$ cat config.mk
export PLATFORM = sky130hd
export DESIGN_NAME = csi_raw10_unpack_flat
export DESIGN_NICKNAME = d
export VERILOG_FILES = /design/src/rtl/csi_raw10_unpack_pkg.sv /design/src/rtl/csi_raw10_unpack_if.sv /design/src/rtl/csi_raw10_unpack.sv /design/src/flat_wrapper.sv
export SDC_FILE = /design/constraint.sdc
export NUM_CORES = 1
export LEC_CHECK = 0
export ABC_AREA = 1
export BUFFER_PORTS_ARGS = -buffer_cell sky130_fd_sc_hd__buf_2
export CAP_MARGIN = 10
export CORE_MARGIN = 2
export CORE_UTILIZATION = 50
export DETAILED_ROUTE_END_ITERATION = 10
export PLACE_DENSITY = 0.71
export SLEW_MARGIN = 40
export SYNTH_ARGS = -nofsm -noshare
export SYNTH_HDL_FRONTEND = slang
export SYNTH_SLANG_ARGS = --single-unit
export TNS_END_PERCENT = 50
$ cat constraint.sdc
create_clock -name clk -period 2.5 [get_ports clk]
set_input_delay 0.125 -clock clk [delete_from_list [all_inputs] [get_ports clk]]
set_output_delay 0.125 -clock clk [all_outputs]
set_load 0.03 [all_outputs]
$ cat src/rtl/csi_raw10_unpack_pkg.sv
// Shared constants and phase encoding for the CSI-2 RAW10 -> RAW8 unpacker.
package csi_raw10_unpack_pkg;

   localparam int unsigned NUM_LANE            = 2;
   localparam int unsigned WORD_W              = 8 * NUM_LANE;
   localparam int unsigned RAW10_GROUP_WORDS   = 5;
   localparam int unsigned RAW10_GROUP_PIX     = 8;
   localparam int unsigned DEFAULT_LINE_PIXELS = 1280;
   localparam int unsigned DEFAULT_WORDS_IN    =
      DEFAULT_LINE_PIXELS * RAW10_GROUP_WORDS / RAW10_GROUP_PIX;
   localparam int unsigned CNT_W               = $clog2(DEFAULT_WORDS_IN + 1);

   // Position of the current input word inside a 5-word RAW10 group.
   typedef enum logic [2:0] {
      PH0 = 3'd0,
      PH1 = 3'd1,
      PH2 = 3'd2,
      PH3 = 3'd3,
      PH4 = 3'd4
   } phase_t;

   function automatic phase_t phase_next(input phase_t p);
      return (p == PH4) ? PH0 : phase_t'(p + 3'd1);
   endfunction

endpackage

$ cat src/rtl/csi_raw10_unpack_if.sv
// Payload-in / pixel-out bus of the RAW10 unpacker, plus its status flags.
interface csi_raw10_unpack_if;
   import csi_raw10_unpack_pkg::*;

   logic [WORD_W-1:0] data_in;
   logic              data_valid;
   logic [WORD_W-1:0] data_out;
   logic              data_out_valid;
   logic              line_done;
   logic              err_align;
   logic              err_len;
   logic              err_clr;

   modport master (
      output data_in, data_valid, err_clr,
      input  data_out, data_out_valid, line_done, err_align, err_len
   );

   modport slave (
      input  data_in, data_valid, err_clr,
      output data_out, data_out_valid, line_done, err_align, err_len
   );

endinterface

$ cat src/rtl/csi_raw10_unpack.sv
// 2-lane CSI-2 RAW10 payload to RAW8 pixel pairs. Keeps the 8 MSBs of each
// pixel, drops the packed LSB bytes, and checks line alignment and length.
// LINE_PIXELS must be a multiple of 8.
module csi_raw10_unpack
   import csi_raw10_unpack_pkg::*;
#(
   parameter int unsigned LINE_PIXELS = DEFAULT_LINE_PIXELS
) (
   input  logic                clk,
   input  logic                rst,
   csi_raw10_unpack_if.slave   bus
);

   localparam int unsigned WORDS_IN  = LINE_PIXELS * RAW10_GROUP_WORDS / RAW10_GROUP_PIX;
   localparam int unsigned WORDS_OUT = LINE_PIXELS / 2;
   localparam int unsigned IN_CNT_W  = $clog2(WORDS_IN + 1);
   localparam logic [IN_CNT_W-1:0] WORDS_IN_C = IN_CNT_W'(WORDS_IN);

   phase_t              phase;
   logic [7:0]          hold;
   logic [IN_CNT_W-1:0] in_cnt;
   logic                prev_valid;

   logic                out_valid_nxt;
   logic [WORD_W-1:0]   out_data_nxt;

   // Select the pixel pair produced by the current word; lane0 byte is the earlier pixel.
   always_comb begin
      out_valid_nxt = 1'b0;
      out_data_nxt  = '0;
      unique case (phase)
         PH0, PH1: begin
            out_valid_nxt = 1'b1;
            out_data_nxt  = {bus.data_in[7:0], bus.data_in[15:8]};
         end
         PH3, PH4: begin
            out_valid_nxt = 1'b1;
            out_data_nxt  = {hold, bus.data_in[7:0]};
         end
         default: begin
            out_valid_nxt = 1'b0;
            out_data_nxt  = '0;
         end
      endcase
   end

   // Phase/hold/length tracking, registered outputs and sticky error flags.
   always_ff @(posedge clk) begin
      if (rst) begin
         phase              <= PH0;
         hold               <= '0;
         in_cnt             <= '0;
         prev_valid         <= 1'b0;
         bus.data_out       <= '0;
         bus.data_out_valid <= 1'b0;
         bus.line_done      <= 1'b0;
         bus.err_align      <= 1'b0;
         bus.err_len        <= 1'b0;
      end else begin
         prev_valid         <= bus.data_valid;
         bus.data_out_valid <= 1'b0;
         bus.line_done      <= 1'b0;

         // Clear first so that a new error detected in the same cycle wins.
         if (bus.err_clr) begin
            bus.err_align <= 1'b0;
            bus.err_len   <= 1'b0;
         end

         if (bus.data_valid) begin
            phase <= phase_next(phase);
            if (in_cnt != '1) begin
               in_cnt <= in_cnt + 1'b1;
            end
            // ph2 captures b5, ph3 captures b7; both live in lane1 of the word.
            if ((phase == PH2) || (phase == PH3)) begin
               hold <= bus.data_in[15:8];
            end
            if (out_valid_nxt) begin
               bus.data_out       <= out_data_nxt;
               bus.data_out_valid <= 1'b1;
            end
         end else if (prev_valid) begin
            bus.line_done <= 1'b1;
            if (phase != PH0) begin
               bus.err_align <= 1'b1;
            end
            if (in_cnt != WORDS_IN_C) begin
               bus.err_len <= 1'b1;
            end
            phase  <= PH0;
            in_cnt <= '0;
            hold   <= '0;
         end
      end
   end

endmodule

$ cat src/flat_wrapper.sv
// flat-port wrapper written by rule: the top's interface ports become plain ports
module csi_raw10_unpack_flat import csi_raw10_unpack_pkg::*;
#(
   parameter int unsigned LINE_PIXELS = DEFAULT_LINE_PIXELS
)
  (clk, rst, bus_data_in, bus_data_valid, bus_err_clr, bus_data_out, bus_data_out_valid, bus_line_done, bus_err_align, bus_err_len);
  csi_raw10_unpack_if bus_i ();
  input  logic clk;
  input  logic rst;
  input wire logic [$bits(bus_i.data_in)-1:0] bus_data_in;
  input wire logic [$bits(bus_i.data_valid)-1:0] bus_data_valid;
  input wire logic [$bits(bus_i.err_clr)-1:0] bus_err_clr;
  output wire logic [$bits(bus_i.data_out)-1:0] bus_data_out;
  output wire logic [$bits(bus_i.data_out_valid)-1:0] bus_data_out_valid;
  output wire logic [$bits(bus_i.line_done)-1:0] bus_line_done;
  output wire logic [$bits(bus_i.err_align)-1:0] bus_err_align;
  output wire logic [$bits(bus_i.err_len)-1:0] bus_err_len;
  assign bus_i.data_in = bus_data_in;
  assign bus_i.data_valid = bus_data_valid;
  assign bus_i.err_clr = bus_err_clr;
  assign bus_data_out = bus_i.data_out;
  assign bus_data_out_valid = bus_i.data_out_valid;
  assign bus_line_done = bus_i.line_done;
  assign bus_err_align = bus_i.err_align;
  assign bus_err_len = bus_i.err_len;
  csi_raw10_unpack #(.LINE_PIXELS(LINE_PIXELS)) u_core (.clk(clk), .rst(rst), .bus(bus_i));
endmodule
==> summary.md <==
The flow ran to the end, and the final reports show no timing, DRC or antenna violations. The number of flip-flops and latches in the synthesized netlist is 42. The logs give 0.565 GHz for the maximum operating frequency and 40 for the I/O pin count.

The final worst-path cycle share was 0.708. The first TritonRoute pass finished after 4 iterations. The run gives 7470 µm as the first-pass GRT wire length. The path with the worst hold slack has its endpoint at u_core.hold[0]. The logs give 5 for the number of CTS-inserted buffers and 383 for the filler-free cell count of the finished design. In this run the deepest clock path goes through 2 buffers.

0 antenna diodes ended up in the layout. The initial antenna violation count was 0; the core box area was 4030 µm². The number of distinct standard cells referenced by the synthesized netlist was 27; the final design area excluding fillers was 2430 µm².

After synthesis, the mean cell area works out to 7.11 µm². Across the run, the number of max-cap violations was 0. For this block, the initial DRC count from the detailed router was 136. The overall via count from detail_route came out at 1957.

Summing all multi-input logic gate instances after layout gives 1060 µm². After synthesis, the cell types taking the most area are dfxtp_1 (40%), nand2_1 (8.6%), nor2_1 (8.6%). The die is 68.9 µm tall.

The number of hold violations in the final report is 0, and the sum of net half-perimeters after detailed placement is 3320 µm. Number of pins with negative max-slew slack in the final report: 0. The run gives 2.70 ns as the required time of the worst setup path. Setup violations remaining at the end of the flow were counted as 0.

The floorplan step set the die width to 68.9 µm. The via count of the first global-routing pass came out at 1696. The startpoint identified for the worst hold timing path is bus_data_in[8]. The logs give 4750 µm² for the total die area and 0 for the number of nets still failing antenna checks after routing. Class of the tightest hold or removal check: in -> reg. After detailed routing, the number of vias per cell comes to 5.11. The total track usage is 0.213, and the layout overhead on the synthesized area is 15.3%.

The type of destination of the critical path is a register. The worst hold path passes through 3 cells. The cell depth of the worst flop-to-flop path works out to 6. The area of placed instances came out at 2320 µm². In this run the critical register-to-register path is launched from u_core.phase[0]. Row generation in the floorplan step produced 23 rows. Post-CTS timing repair inserted 0 buffers for setup. In this run the worst path has a maximum fanout of 16. For this block, the routed nets add up to 4650 µm of wire. The sequential cells in the finished layout cover a total of 841 µm². Setup repair after global routing left no endpoint under its margin.

For the clock network latency to the later pin of the worst-skew pair, the log shows 0.30 ns. The buffer cell driving the clock tree root is clkbuf_8. Hold timing on the final database bottoms out at a slack of 0.0847 ns.

The number of filler cells placed in the layout is 400, and the share of Yosys cell area claimed by the top area cell type is 0.399. The CTS H-tree depth is 2. The setup check on the worst reg-to-reg path leaves a slack of 0.73 ns. The critical path is of the reg -> reg type. Clock skew on the completed layout was measured at 0.00669 ns. The CTS sink count is 42, and the fraction of final layout cells sized beyond drive strength 1 is 0.204. In this run the static leakage power is 1.11 nW. Entering global routing, the biggest net connects 23 pins. Starting utilization of the core area: 0.523. The worst slew margin relative to its limit is 0.603. The area of the mapped netlist is 2110 µm².

Clock-pin slew was measured on the worst setup and hold paths at 0.08 ns. Synthesis produced a netlist with a net count of 323. The library cells used most frequently in the layout, excluding fill and tap cells, are nand2_1 (48), nor2_1 (48), dfxtp_1 (42), buf_2 (39), inv_1 (35).

The worst path in the final design needs a cycle of 1.77 ns, including I/O delays and setup. For the number of buffers inserted by hold repair at cts, the log shows 0. Yosys printed 0 warnings. The worst register-to-register path ends at u_core.bus.data_out[12]. The register area share after synthesis was 0.399. For the worst setup path, the data arrival time is 1.97 ns. Kind of launch point of the worst setup path: a register. The power per cell area came out at 628 nW/µm².

Library cell occupying the most area in the post-synthesis netlist: dfxtp_1. The tools report the post-detailed-route DRC marker count as 0. After detailed placement, the design holds a cell count of 376.

The net count of the finished layout is 360. Global routing finished with a remaining overflow of 0. The logs give 0 ns for the setup TNS and 0.850 for the final weighted congestion of routability-driven global placement. TritonCTS built the clock tree. The post-synthesis cell count was 296; the post-cts gate resize count was 0.

The routed length per instance was 12.1 µm. The count of buffers added on input and output ports is 39. Across the VDD grid, the largest voltage drop is 0.434 mV. The measured slew at the worst slew-check pin was 0.595 ns.
[worst max-delay path, stage by stage, from the launching register on]
cell and delay (ns):
dfxtp_1 0.43, inv_1 0.11, ha_1 0.24, o21ai_2 0.50
o21ai_0 0.20, nor2_1 0.13, nor2_1 0.05
[cell families after synthesis]
family          count (synthesis)  synth area share
simple gates                  137             0.307
compound gates                 60             0.154
buf+inv                        50            0.0980
flops                          42             0.399
fa+ha+maj                       7            0.0416
[power by group]
group          switching [mW]  internal, mW  total, mW
Combinational           0.174        0.0816      0.256
Sequential             0.0211         0.704      0.726
Clock                   0.225         0.319      0.545
Total                   0.421          1.11       1.53
[final cells by class]
cell class | instances | share of cell area
Sequential cell | 42 | 0.346
Clock buffer | 6 | 0.0340
Tap cell | 50 | 0.0258
Clock inverter | 1 | 0.0124
Multi-Input combinational cell | 204 | 0.436
Timing Repair Buffer | 39 | 0.0804
Inverter | 41 | 0.0654
[Yosys cell counts, drive strengths merged]
cell / n
nand2: 54
nor2: 54
dfxtp: 42
inv: 41
o21ai: 33
nand3: 26
a21oi: 18
o22ai: 8
ha: 7
buf: 6
clkbuf: 3
nand4: 2
o21bai: 1
or2: 1
[routing by layer]
layer / up-vias / track usage / share of wire
met2: 32 / 0.332 / 0.45
met1: 897 / 0.283 / 0.50
met4: 0 / 0.0931 / 0.016
li1: 1021 / - / -
met5: - / 0 / 0
met3: 7 / 0.0455 / 0.035
[registers in the layout, indices dropped and copies added, names as in the netlist]
signal,flops
u_core.bus.line_done,1
u_core.bus.data_out_valid,1
u_core.bus.data_out,16
u_core.bus.err_len,1
u_core.prev_valid,1
u_core.hold,8
u_core.bus.err_align,1
u_core.in_cnt,10
u_core.phase,3
[metrics by stage]
step,util,total power [mW],setup WS (ns)
5_1_grt,0.603,1.60,0.535
2_1_floorplan,-,0.929,1.04
4_1_cts,0.603,1.54,0.698
3_5_place_dp,0.575,0.998,0.715
6_report,0.603,1.53,0.730
3_3_place_gp,0.575,0.995,0.763
[how the worst max path moves through the flow]
stage | slack (ns) | to | cells past startpoint | start
after floorplan | 1.04 | u_core.bus.data_out[6] | 7 | u_core.phase[0]
after global placement | 0.76 | u_core.bus.data_out[12] | 6 | u_core.phase[0]
after detailed placement | 0.72 | u_core.bus.data_out[12] | 6 | u_core.phase[0]
after CTS | 0.70 | u_core.bus.data_out[12] | 6 | u_core.phase[0]
after global routing | 0.53 | u_core.bus.data_out[12] | 6 | u_core.phase[0]
final | 0.73 | u_core.bus.data_out[12] | 6 | u_core.phase[0]
(Power assumes the default switching activity.)
